File: config.mk
export PLATFORM = sky130hd
export DESIGN_NAME = inst_fetch
export DESIGN_NICKNAME = d
export VERILOG_FILES = /design/src/rtl/inst_fetch.sv
export SDC_FILE = /design/constraint.sdc
export NUM_CORES = 1
export LEC_CHECK = 0
export ABC_AREA = 1
export CAP_MARGIN = 20
export CORE_ASPECT_RATIO = 1.2
export CORE_UTILIZATION = 50
export CTS_CLUSTER_SIZE = 30
export DETAILED_ROUTE_END_ITERATION = 8
export GPL_TIMING_DRIVEN = 0
export PLACE_DENSITY = 0.8
export SYNTH_ARGS = -nofsm -noshare
export SYNTH_HDL_FRONTEND = slang
export SYNTH_SLANG_ARGS = --single-unit
export TNS_END_PERCENT = 30
File: constraint.sdc
create_clock -name clk_i -period 1.87 [get_ports clk_i]
set_input_delay 0.4675 -clock clk_i [delete_from_list [all_inputs] [get_ports clk_i]]
set_output_delay 0.4675 -clock clk_i [all_outputs]
set_load 0.01 [all_outputs]
File: src/rtl/inst_fetch.sv
`default_nettype none
// +--------------------------------------------------------------------------+
// | inst_fetch: single-outstanding instruction fetch with hold buffer/flush  |
// | Revision: 1.0                                                            |
// +--------------------------------------------------------------------------+
module inst_fetch #(
  parameter int unsigned ADDR_W   = 32,
  parameter int unsigned DATA_W   = 32,
  parameter int unsigned HOLD_W   = 3,
  parameter logic [DATA_W-1:0] NOP_INST = 32'h0000_0013
) (
  input  logic              clk_i,
  input  logic              rst_n_i,
  input  logic [ADDR_W-1:0] pc_addr_i,
  input  logic [HOLD_W-1:0] hold_flag_i,
  input  logic              jump_flag_i,
  output logic              ibus_req_o,
  output logic [ADDR_W-1:0] ibus_addr_o,
  input  logic              ibus_gnt_i,
  input  logic              ibus_rvalid_i,
  input  logic [DATA_W-1:0] ibus_rdata_i,
  output logic [DATA_W-1:0] inst_o,
  output logic [ADDR_W-1:0] inst_addr_o,
  output logic              inst_valid_o,
  output logic              fetch_hold_o
);

  typedef enum logic [1:0] {
    S_IDLE = 2'd0,
    S_REQ  = 2'd1,
    S_WAIT = 2'd2,
    S_HOLD = 2'd3
  } state_e;

  state_e            state_q, state_d;
  logic              drop_q, drop_d;
  logic [ADDR_W-1:0] req_addr_q, req_addr_d;
  logic [DATA_W-1:0] buf_data_q, buf_data_d;
  logic [ADDR_W-1:0] buf_addr_q, buf_addr_d;
  logic [DATA_W-1:0] inst_q, inst_d;
  logic [ADDR_W-1:0] inst_addr_q, inst_addr_d;
  logic              inst_valid_q, inst_valid_d;
  logic              hold_any;
  logic              deliver;

  assign hold_any = |hold_flag_i;

  always_ff @(posedge clk_i) begin
    if (!rst_n_i) begin
      state_q      <= S_IDLE;
      drop_q       <= 1'b0;
      req_addr_q   <= '0;
      buf_data_q   <= '0;
      buf_addr_q   <= '0;
      inst_q       <= NOP_INST;
      inst_addr_q  <= '0;
      inst_valid_q <= 1'b0;
    end else begin
      state_q      <= state_d;
      drop_q       <= drop_d;
      req_addr_q   <= req_addr_d;
      buf_data_q   <= buf_data_d;
      buf_addr_q   <= buf_addr_d;
      inst_q       <= inst_d;
      inst_addr_q  <= inst_addr_d;
      inst_valid_q <= inst_valid_d;
    end
  end

  always_comb begin
    state_d      = state_q;
    drop_d       = drop_q;
    req_addr_d   = req_addr_q;
    buf_data_d   = buf_data_q;
    buf_addr_d   = buf_addr_q;
    inst_d       = inst_q;
    inst_addr_d  = inst_addr_q;
    inst_valid_d = hold_any ? inst_valid_q : 1'b0;
    deliver      = 1'b0;

    case (state_q)
      S_IDLE: state_d = S_REQ;
      S_REQ: begin
        // A jump with grant still lets the request complete, but marks it stale.
        if (ibus_gnt_i) begin
          state_d    = S_WAIT;
          req_addr_d = pc_addr_i;
          drop_d     = jump_flag_i;
        end
      end
      S_WAIT: begin
        if (ibus_rvalid_i) begin
          if (drop_q || jump_flag_i) begin
            state_d = S_REQ;
            drop_d  = 1'b0;
          end else if (hold_any) begin
            state_d    = S_HOLD;
            buf_data_d = ibus_rdata_i;
            buf_addr_d = req_addr_q;
          end else begin
            state_d     = S_REQ;
            deliver     = 1'b1;
            inst_d      = ibus_rdata_i;
            inst_addr_d = req_addr_q;
          end
        end else if (jump_flag_i) begin
          drop_d = 1'b1;
        end
      end
      S_HOLD: begin
        if (jump_flag_i) begin
          state_d = S_REQ;
        end else if (!hold_any) begin
          state_d     = S_REQ;
          deliver     = 1'b1;
          inst_d      = buf_data_q;
          inst_addr_d = buf_addr_q;
        end
      end
      default: state_d = S_IDLE;
    endcase

    if (deliver) inst_valid_d = 1'b1;
    if (jump_flag_i) begin
      inst_d       = NOP_INST;
      inst_valid_d = 1'b0;
    end
  end

  assign ibus_req_o   = (state_q == S_REQ);
  assign ibus_addr_o  = pc_addr_i;
  assign inst_o       = inst_q;
  assign inst_addr_o  = inst_addr_q;
  assign inst_valid_o = inst_valid_q;
  assign fetch_hold_o = ~(deliver | jump_flag_i);

endmodule
`default_nettype wire

After elaboration in Yosys (flattened, before gate mapping)
Cells that the tools add are included.
Widths: inputs -> output; s select.
{ "op_classes": {"shift": 0, "multipliers": 0, "n_addsub": 0, "order_cmp": 0, "div": 0, "eq_ne": 13, "n_bitwise": 4, "reduce_logical": 12, "muxes": 30} }
{ "op_table": {"columns": ["cell", "count"], "rows": [
  ["$mux 32", 9],
  ["$pmux 32 s2", 2],
  ["$mux 2", 6],
  ["$mux 1", 10],
  ["$ne 2x2->1 const B", 5],
  ["$ne 3x3->1 const B", 3],
  ["$pmux 2 s4", 1],
  ["$reduce_and 4->1", 2],
  ["$reduce_and 6->1", 1],
  ["$reduce_and 5->1", 1],
  ["$eq 2x2->1 const B", 2],
  ["$ne 2x1->1 const B", 2],
  ["$pmux 1 s2", 2],
  ["$reduce_bool 2->1", 2],
  ["$not 1->1", 3],
  ["$reduce_and 3->1", 1],
  ["$reduce_or 3->1", 1],
  ["$eq 2x1->1 const B", 1],
  ["$logic_not 2->1", 1],
  ["$reduce_and 2->1", 1],
  ["$reduce_or 2->1", 1],
  ["$logic_or 1x1->1", 1],
  ["$or 1x1->1", 1]
]} }
{ "totals": {"latchBits": 0, "mem_count": 0, "register_bits": 164, "romBits": 0, "input_bits": 72, "wordCells": 67, "ramBits": 0, "output_inout_bits": 99} }

Depth between registers and ports, before layout
Gate-level depths: netlist (run 1).
{ "depth": {"word_depth": 7, "depth_mapped": 10, "ltp_nobuf": 9} }

Worst setup path before layout (run 1)
No wires, ideal clock.
{ "synth_timing": {"path_kind": "register -> output", "start": "register state_q[0]", "end": "output port fetch_hold_o", "slack_ns": 0.253, "path_stages_with_launch": 6, "required_time_ns": 1.402, "t_arrival_ns": 1.150, "path_buffers": 1, "path_cell_list": "dfxtp_1 ha_1 buf_2 clkinv_1 o21ai_0 a21oi_1"} }
{ "synth_between": {"elab_chain_cells": 4, "word_cells_on_any_way": 5, "classes_between": "2 x eq/ne; 1 x mux; 2 x bitwise"} }
{ "synth_lines": {"columns": ["item", "line", "source"], "rows": [
  ["start: declaration", "35", "state_e state_q, state_d;"],
  ["start signal: assignment", "59", "state_q <= state_d;"],
  ["$eq 2x2->1", "81", "case (state_q)"],
  ["$pmux 1 s2 (*)", "81", null],
  ["$or 1x1->1 (*)", "135", "assign fetch_hold_o = ~(deliver | jump_flag_i);"],
  ["$not 1->1 (*)", "135", null],
  ["end: declaration", "25", "output logic fetch_hold_o"]
]} }
Every way passes the cells marked *; elsewhere a longest branch is shown, timed or not.

Worst setup path in the final report (run 1)
{ "layout_timing": {"start": "input port ibus_rvalid_i", "end": "output port fetch_hold_o"} }
{ "layout_between": {"elab_chain_cells": 4} }
{ "layout_lines": {"columns": ["item", "line", "source"], "rows": [
  ["start: declaration", "20", "input logic ibus_rvalid_i,"],
  ["$mux 1", "92", "if (ibus_rvalid_i) begin"],
  ["$pmux 1 s2", "81", null],
  ["$or 1x1->1", "135", null],
  ["$not 1->1", "135", null]
]} }
No other way between the ends.

==> impl_results.md, run 1 <==
* Status: finished with violations
* Failing checks: setup timing
* Final setup fails at 1
* I/O Pins at 171
* XOR/XNOR Fraction of Synth Area at 0
* Synth Warn # at 0
* Post-DP HPWL at roughly 14000 um
* Share of post-route cells with drive strength above 1 at 0.104
* Largest net degree at the start of global routing at 17
* Worst R2R Setup Slack at about 0.050 ns
* Share of the yosys chip area belonging to registers at 0.438
* GR Overflow Total at 0
* Setup ws final at -0.0835 ns
* Clock Skew at between 0.01 and 0.015 ns
* Most frequent cells in the layout: nor2_1 (289), nand2_1 (225), dfxtp_1 (162)
* DIE WIDTH at between 100 and 150 um
* Least-Margin Pin Slew at 0.508 ns
* PortBufs at 169
* Layout Cells excl Fill at between 1500 and 2000
* Synthesis-to-layout area growth at 35.4%
* DRC Markers at 0
* Clock Path Buffers at 2
* Die area at 15500 sq um
* Number of hold violations in the final report at 0
* Fill count at approximately 1300
* Final period utilization at 1.04
* RSZ-0062 raised after global routing: true
* #FFs+latches synth at between 150 and 200
* Crit path kind: input pin to output pin
* CP top delay family: buffers and inverters
* Num CTS Buffers at 17
* CTS tree: done
* Initial antenna violation count at 0
* Synth Net Count at approximately 1200
* Buf/Inv on CP at 2
* Post-Syn Area at about 7500 sq um
* Max Cap Violations at 0
* Final ANT Viol Nets at 0
* Global-route wire length before repair at about 32000 um
* Max Fclk at 512 MHz
* GPL Wtd Cong at approximately 0.86
* Syn avg cell area at 6.59 sq um
* Leakage at 4.86 nW
* WL per Instance at between 10 and 15 um
* Design area at roughly 10000 sq um
* Nets at roughly 1400
* Final Max Slew Viols at 0
* Crit path max fanout at 3
* Required time of the critical path at 1.40 ns
* Post-route minimum period at around 2.0 ns
* Worst skew pair latency at approximately 0.43 ns
* Initial DRC Count at 479
* Class of the worst hold path: input pin to flip-flop
* Data arrival time of the critical path at 1.49 ns
* Mux contribution to synthesized area at 0
* Initial Util at 0.515
* Via Count at 7559
* Fin Hold WS at 0.418 ns
* Slowest-stage cell, CP: clkdlybuf4s50_1
* Power consumption at roughly 8.5 mW
* Critical-path cell list: clkdlybuf4s50_1, nand3_4, o21ai_4, a21oi_2, buf_2
* Vias in the first global route at between 7000 and 8000
* Clock root buffer: clkbuf_16
* Crit path capture type: output pin
* Dpl cell area at 9430 sq um
* Maximum vdd drop at approximately 0.55 mV
* Slew HR at 0.661
* Syn Inst Count at approximately 1100
* Largest family of logic cells by synthesized area: simple AND/OR/NAND/NOR gates
* Die H at approximately 140 um
* Most common cell after layout, fill and taps aside: nor2_1
* Post-Synth Simple-Gate Area at 0.298
* Synth Area in Compound Gates at 0.107
* Setup TNS at -0.0835 ns
* CP max stage delay at 0.52 ns
* Synth Area in Adders at 0.00501
* Detailed Route WL at just over 20000 um
* Via-to-Cell Ratio at ~4.9
* Netlist cell types at 22
* Placed cell count at 1505
* Startpoint Class: input pin
* Clock sink count at roughly 160
* N_diodes at 0
* Pre-antenna DRT Iters at 5
* Clock Pin Slew Worst Setup and Hold Paths at about 0.06 ns
* Hold_buf cts at 0
* H-tree level count at 4
* Power Dens Cells at approximately 840 nW/um^2
* Core area at 14500 sq um
* Overall Global Routing Usage at 0.261
* Rows at 48
-- cell families (layout without fill, tap and decap cells) --
family          count (synthesis)  in the layout
fa+ha+maj                       3              3
flops                         164            164
compound gates                159            159
buf+inv                       248            459
simple gates                  562            562
-- per-layer routing --
layer | GRT usage | share of wire
met5 | 0 | 0
met4 | 0.0936 | 0.027
met3 | 0.0517 | 0.051
met2 | 0.478 | 0.51
met1 | 0.298 | 0.41
-- state kept, by name, summed over array words and instances (netlist names) --
signal,count
inst_valid_o,1
inst_addr_o,32
buf_data_q,32
drop_q,1
inst_o,32
buf_addr_q,32
state_q,2
req_addr_q,32
-- worst paths after layout --
check            startpoint              to  depth (start not counted)
max           ibus_rvalid_i    fetch_hold_o                          5
min             jump_flag_i    inst_valid_o                          4
max reg2reg      state_q[0]      inst_o[14]                         10
min reg2reg  req_addr_q[11]  req_addr_q[11]                          2
-- cell type report --
| type | instances | area [sq um] | area share |
|---|---|---|---|
| Tap cell | 200 | 250 | 0.0247 |
| Sequential cell | 164 | 3290 | 0.324 |
| Buffer | 99 | 592 | 0.0584 |
| Clock buffer | 19 | 453 | 0.0447 |
| Inverter | 147 | 559 | 0.0551 |
| Timing Repair Buffer | 181 | 1740 | 0.172 |
| Clock inverter | 13 | 120 | 0.0118 |
| Multi-Input combinational cell | 724 | 3130 | 0.309 |
-- stage by stage --
step                setup slack (ns)   util
floorplan                      0.253      -
global placement              -0.633  0.649
detailed placement            -0.621  0.649
CTS                           -0.140  0.689
global route                 -0.0964  0.698
finish                       -0.0835  0.698
-- power breakdown --
group	leakage, nW	internal, mW	switching, mW
Combinational	3.25	0.567	0.759
Sequential	1.33	3.67	0.102
Clock	0.277	1.92	1.51
-- synthesized netlist by cell type, drive strengths merged --
cell type	count	share of area
nand4	32	0.027
dfxtp	164	0.44
a21boi	1	0.0010
nand2	229	0.12
nand3	8	0.0067
nor2	293	0.15
clkbuf	31	0.016
o21ai	121	0.081
ha	3	0.0050
buf	70	0.063
inv	146	0.073
clkinv	1	0.00050
a21oi	37	0.025
-- tightest hold or removal path, delay by kind of cell --
family | cells | cell delay (ns)
compound gates | 2 | 0.14
simple gates | 1 | 0.05
buf+inv | 1 | 0.13
-- what timing repair did --
action / 4_1_cts / 5_1_grt
setup buffers: 1 / 11
endpoints found under the setup margin: 122 / 80
pin swaps: 1 / 6
hold endpoints to repair: 0 / 0
resized for setup: 57 / 20
No activity file was read; power rests on OpenSTA's default activity.
==> run 2, diff against run 1 <==
--- a/config.mk
+++ b/config.mk
@@ -11,7 +11,7 @@
 export CORE_UTILIZATION = 50
 export CTS_CLUSTER_SIZE = 30
 export DETAILED_ROUTE_END_ITERATION = 8
-export GPL_TIMING_DRIVEN = 0
+export GPL_ROUTABILITY_DRIVEN = 0
 export PLACE_DENSITY = 0.8
 export SYNTH_ARGS = -nofsm -noshare
 export SYNTH_HDL_FRONTEND = slang
==> run 2 against run 1 <==
The run now ends clean. Maximum frequency is 4.8% higher. Sequential cell count stayed put. Worst hold slack worse by 0.067 ns. Non-clock buffer count is 50 lower. Final cell count is 3.2% lower. Combinational power hardly changed. Critical path depth is 1 higher. Critical path type is now flip-flop to output pin. Largest power group is now clock.
==> impl_results.md, run 2 (same netlist as run 1, synthesis figures left out) <==
* Status: completed
* PortBufs at 170 (+0.59%)
* Most common cell after layout, fill and taps aside: nor2_1
* Power Dens Cells at 889 nW/um^2 (+5.7%)
* Nets at 1359 (-3.5%)
* Overall Global Routing Usage at 0.252 (-0.00838)
* Rows at 48 (unchanged)
* CTS tree: done
* H-tree level count at 4 (unchanged)
* Fin util at 0.698 (about the same)
* Final ANT Viol Nets at 0 (unchanged)
* GR Overflow Total at 0 (unchanged)
* Global-route wire length before repair at 30800 um (-4.3%)
* Die H at 136 um (unchanged)
* Leakage at 4.84 nW (-0.28%)
* Clock Pin Slew Worst Setup and Hold Paths at 0.06 ns (about the same)
* Data arrival time of the critical path at 1.40 ns (-0.09 ns)
* Maximum vdd drop at 0.563 mV (+2.9%)
* N_diodes at 0 (unchanged)
* Placed cell count at 1465 (-2.7%)
* Clock root buffer: clkbuf_16
* Final setup fails at 0 (-1)
* Layout Cells excl Fill at 1497 (-3.2%)
* Post-route minimum period at 1.86 ns (-0.0888 ns)
* Design area at 10100 sq um (about the same)
* Dpl cell area at 9520 sq um (+0.88%)
* RSZ-0062 raised after global routing: true
* Core area at 14500 sq um (unchanged)
* Crit path kind: flip-flop to output pin
* Initial DRC Count at 578 (+21%)
* Detailed Route WL at 18900 um (-5.8%)
* Crit path max fanout at 2 (-1)
* Initial antenna violation count at 0 (unchanged)
* I/O Pins at 171 (unchanged)
* Number of hold violations in the final report at 0 (unchanged)
* Worst R2R Setup Slack at 0.13 ns (+0.08 ns)
* Most frequent cells in the layout: nor2_1 (288), nand2_1 (226), dfxtp_1 (162)
* Pre-antenna DRT Iters at 5 (unchanged)
* Clock Path Buffers at 2 (unchanged)
* DIE WIDTH at 114 um (unchanged)
* Hold_buf cts at 0 (unchanged)
* Share of post-route cells with drive strength above 1 at 0.0864 (-0.0176)
* Buf/Inv on CP at 3 (+1)
* DRC Markers at 0 (unchanged)
* Least-Margin Pin Slew at 0.524 ns (+0.0162 ns)
* Power consumption at 9.02 mW (+5.8%)
* Largest net degree at the start of global routing at 79 (+62)
* Clock sink count at 164 (unchanged)
* Final Max Slew Viols at 0 (unchanged)
* Max Fclk at 536 MHz (+4.8%)
* Slowest-stage cell, CP: dfxtp_2
* Initial Util at 0.515 (unchanged)
* Die area at 15500 sq um (unchanged)
* Class of the worst hold path: input pin to flip-flop
* Via-to-Cell Ratio at 4.88 (-0.19%)
* Vias in the first global route at 6768 (-4.6%)
* Max Cap Violations at 0 (unchanged)
* CP top delay family: flip-flops
* Post-DP HPWL at 12100 um (-14%)
* Final period utilization at 0.997 (-0.0475)
* Critical-path cell list: buf_4, ha_4, clkinv_2, o21ai_2, a21oi_1, buf_2
* Worst skew pair latency at 0.43 ns (about the same)
* Crit path capture type: output pin
* WL per Instance at 12.7 um (-2.7%)
* Via Count at 7301 (-3.4%)
* Required time of the critical path at 1.40 ns (about the same)
* Clock Skew at 0.00970 ns (-0.00255 ns)
* Num CTS Buffers at 17 (unchanged)
* CP max stage delay at 0.32 ns (-0.20 ns)
* Synthesis-to-layout area growth at 35.5% (about the same)
* Startpoint Class: flip-flop
* Slew HR at 0.651 (-0.0108)
[run 2: cell count changes in the layout (fill, tap and decap cells not counted), sizes merged]
cell,before,now
clkinvlp,3,2
clkbuf,53,19
bufinv,1,6
inv,153,147
clkdlybuf4s50,135,134
buf,79,63
dlygate4sd2,32,33
clkinv,3,5
[run 2: worst reg2reg max path, stage by stage (launching register included)]
cell and delay, ns:
dfxtp_2 0.32, buf_4 0.12, ha_4 0.14, buf_4 0.13
buf_4 0.44, nor2_1 0.16, nor2_1 0.13, nand4_1 0.10
nand2_1 0.07, nor2_1 0.04
[run 2: where the power goes]
part	switching (mW)	internal (mW)	total, mW
logic	0.728	0.578	1.31
clock network	1.42	2.54	3.96
registers	0.0902	3.67	3.76
[run 2: metrics by stage]
step	TNS [ns]	setup slack (ns)	hold WS, ns
finish	0	0.00533	0.351
global route	-0.0691	-0.0691	0.338
CTS	-0.0181	-0.0181	0.330
detailed placement	-31.59	-0.564	0.460
global placement	-23.19	-0.515	0.456
floorplan	0	0.253	0.445
[run 2: path summary, 6_finish.rpt]
check,startpoint,endpoint,depth (start not counted)
min reg2reg,req_addr_q[16],req_addr_q[16],2
min,rst_n_i,state_q[0],3
max,state_q[0],fetch_hold_o,6
max reg2reg,state_q[0],inst_addr_o[30],9
[run 2: layer usage]
metal	GRT usage	share of wire	wire length (um)	up-vias
li1	-	-	-	3726
met4	0.121	0.027	520	0
met1	0.289	0.41	7840	3303
met2	0.451	0.52	9760	229
met5	0	0	0	-
met3	0.0455	0.043	823	43
[run 2: final cells by class]
class                           count  area [sq um]
Timing Repair Buffer              230          2290
Fill cell                        1239          4390
Clock inverter                     13           228
Sequential cell                   164          3290
Tap cell                          200           250
Clock buffer                       19           443
Inverter                          147           553
Multi-Input combinational cell    724          3100
[run 2: repair_timing]
| item | CTS | global route |
|---|---|---|
| pin swaps | 1 | 0 |
| setup endpoints to repair | 34 | 2 |
| hold endpoints to repair | 0 | 0 |
| buffers inserted | 0 | 0 |
| resized for setup | 47 | 1 |
==> run 3, diff against run 2 <==
--- a/config.mk
+++ b/config.mk
@@ -13,6 +13,7 @@
 export DETAILED_ROUTE_END_ITERATION = 8
 export GPL_ROUTABILITY_DRIVEN = 0
 export PLACE_DENSITY = 0.8
+export SETUP_SLACK_MARGIN = 0.5
 export SYNTH_ARGS = -nofsm -noshare
 export SYNTH_HDL_FRONTEND = slang
 export SYNTH_SLANG_ARGS = --single-unit
==> run 3 against run 2 <==
The run now ends with setup timing left. Sequential power up 2%. Critical path type is now flip-flop to flip-flop. Global-route usage rose by 8.9 points. Highest routed layer unchanged. Via count up 29%. Clock power up 3%. Total power is 12% higher. Die area is the same. Non-clock buffer count up 60.
==> impl_results.md, run 3 (same netlist as run 1, synthesis figures left out) <==
* Status: finished with violations
* Failing checks: setup timing
* Post-DP HPWL at 12100 um (about the same)
* Num CTS Buffers at 17 (unchanged)
* GR Overflow Total at 0 (unchanged)
* R2R cell count at 11 (+2)
* Clock root buffer: clkbuf_16
* Largest net degree at the start of global routing at 71 (-10%)
* DIE WIDTH at 114 um (unchanged)
* Hold_sp: pc_addr_i[14]
* CTS tree: done
* H-tree level count at 4 (unchanged)
* Class of the worst hold path: input pin to flip-flop
* Maximum vdd drop at 0.694 mV (+23%)
* Critical Path Sink: buf_data_q[4]
* Global-route wire length before repair at 39900 um (+30%)
* Number of hold violations in the final report at 0 (unchanged)
* Share of post-route cells with drive strength above 1 at 0.440 (+0.354)
* RSZ-0062 raised after global routing: true
* Most frequent cells in the layout: nor2_1 (167), nand2_1 (158), inv_1 (102)
* Slew HR at 0.652 (+0.00139)
* Max Cap Violations at 0 (unchanged)
* FF-to-FF End: buf_data_q[4]
* Initial antenna violation count at 1 (+1)
* Detailed Route WL at 36800 um (+94%)
* Final period utilization at 1.06 (+0.0658)
* Initial DRC Count at 1088 (+88%)
* Via-to-Cell Ratio at 6.03 (+24%)
* Die H at 136 um (unchanged)
* Final ANT Viol Nets at 0 (unchanged)
* Worst R2R Setup Slack at -0.12 ns (-0.25 ns)
* Worst skew pair latency at 0.45 ns (+0.02 ns)
* Crit path capture type: flip-flop
* Overall Global Routing Usage at 0.342 (+0.0893)
* Max Fclk at 503 MHz (-6.2%)
* Least-Margin Pin Slew at 0.516 ns (-0.00754 ns)
* Setup ws final at -0.118 ns (-0.123 ns)
* Layout Cells excl Fill at 1559 (+4.1%)
* Startpoint Class: flip-flop
* Reg2reg start: state_q[0]
* Setup TNS at -0.348 ns (-0.348 ns)
* Final Max Slew Viols at 0 (unchanged)
* Initial Util at 0.515 (unchanged)
* Fin Hold WS at 0.433 ns (+0.0823 ns)
* Most common cell after layout, fill and taps aside: nor2_1
* CP startpoint: state_q[0]
* Clock Path Buffers at 2 (unchanged)
* Placed cell count at 1459 (-0.41%)
* Via Count at 9397 (+29%)
* WL per Instance at 23.6 um (+86%)
* PortBufs at 170 (unchanged)
* Pre-antenna DRT Iters at 6 (+1)
* Data arrival time of the critical path at 2.33 ns (+0.93 ns)
* Leakage at 5.88 nW (+22%)
* Core area at 14500 sq um (unchanged)
* Synthesis-to-layout area growth at 70.4%
* Nets at 1420 (+4.5%)
* Rows at 48 (unchanged)
* Clock Skew at 0.00934 ns (-0.000363 ns)
* Required time of the critical path at 2.22 ns (+0.82 ns)
* Crit path kind: flip-flop to flip-flop
* Clock Pin Slew Worst Setup and Hold Paths at 0.07 ns (about the same)
* Die area at 15500 sq um (unchanged)
* I/O Pins at 171 (unchanged)
* Power Dens Cells at 791 nW/um^2 (-11%)
* Final setup fails at 8 (+8)
* DRC Markers at 0 (unchanged)
* Power consumption at 10.1 mW (+12%)
* Post-route minimum period at 1.99 ns (+0.123 ns)
* Crit path max fanout at 6 (+4)
* Clock sink count at 164 (unchanged)
* Vias in the first global route at 7987 (+18%)
[run 3: cell count changes in the layout (fill, tap and decap cells not counted), moves of 47 or more]
cell and delta:
dfxtp_2 +56, nor2_4 +77, clkdlybuf4s50_1 -100, buf_6 +59, nor2_1 -121, nand2_4 +47, nand2_1 -68, buf_2 +55
dfxtp_1 -63
[run 3: worst min path at each step]
stage,to,slack (ns),cells after the start
3_3_place_gp,inst_o[1],0.44,2
4_1_cts,inst_addr_o[7],0.41,3
5_1_grt,inst_addr_o[7],0.43,3
6_report,req_addr_q[14],0.43,3
2_1_floorplan,req_addr_q[19],0.45,2
3_5_place_dp,inst_o[1],0.44,2
[run 3: critical path, stage by stage (launching register included)]
cell and delay, ns:
dfxtp_4 0.37, inv_2 0.07, ha_4 0.14, nand3_4 0.07, buf_4 0.14, buf_6 0.12, nor2_4 0.13, buf_12 0.21
buf_12 0.16, buf_8 0.14, o21ai_1 0.07, nor2_1 0.25
[run 3: power by group]
part	leakage, nW	total (mW)	internal, mW	switching, mW
Combinational	4.20	2.17	0.930	1.24
Sequential	1.36	3.85	3.67	0.181
Clock	0.322	4.07	2.45	1.61
[run 3: layout make-up]
class                   count  area, sq um
multi-input cells         724         4390
well taps                 200          250
clock inverters            11          199
fillers                   626         1770
clock buffers              21          460
inverters                 147          592
diodes                      1         2.50
repair inverters            1         30.0
flip-flops and latches    164         3380
repair buffers            290         3460
[run 3: per-stage QoR]
step           utilization  instance area [sq um]  setup slack, ns
3_3_place_gp         0.651                   9470           -0.496
4_1_cts              0.779                  11300          -0.0112
5_1_grt              0.878                  12800           -0.216
3_5_place_dp         0.651                   9470           -0.511
2_1_floorplan            -                   7530            0.429
6_report             0.878                  12800           -0.118
[run 3: layer usage]
metal | wire length [um] | global-route usage
met3 | 4320 | 0.0816
met1 | 11400 | 0.353
met5 | 0 | 0
met2 | 17300 | 0.594
met4 | 3790 | 0.268
[run 3: timing repair]
| action | 4_1_cts | 5_1_grt |
|---|---|---|
| hold buffers | 0 | 0 |
| setup buffers | 21 | 5 |
| cloned | 21 | 20 |
| pin swaps | 146 | 173 |
| setup endpoints to repair | 263 | 219 |
| hold endpoints to repair | 0 | 0 |
| gates resized for setup | 759 | 315 |
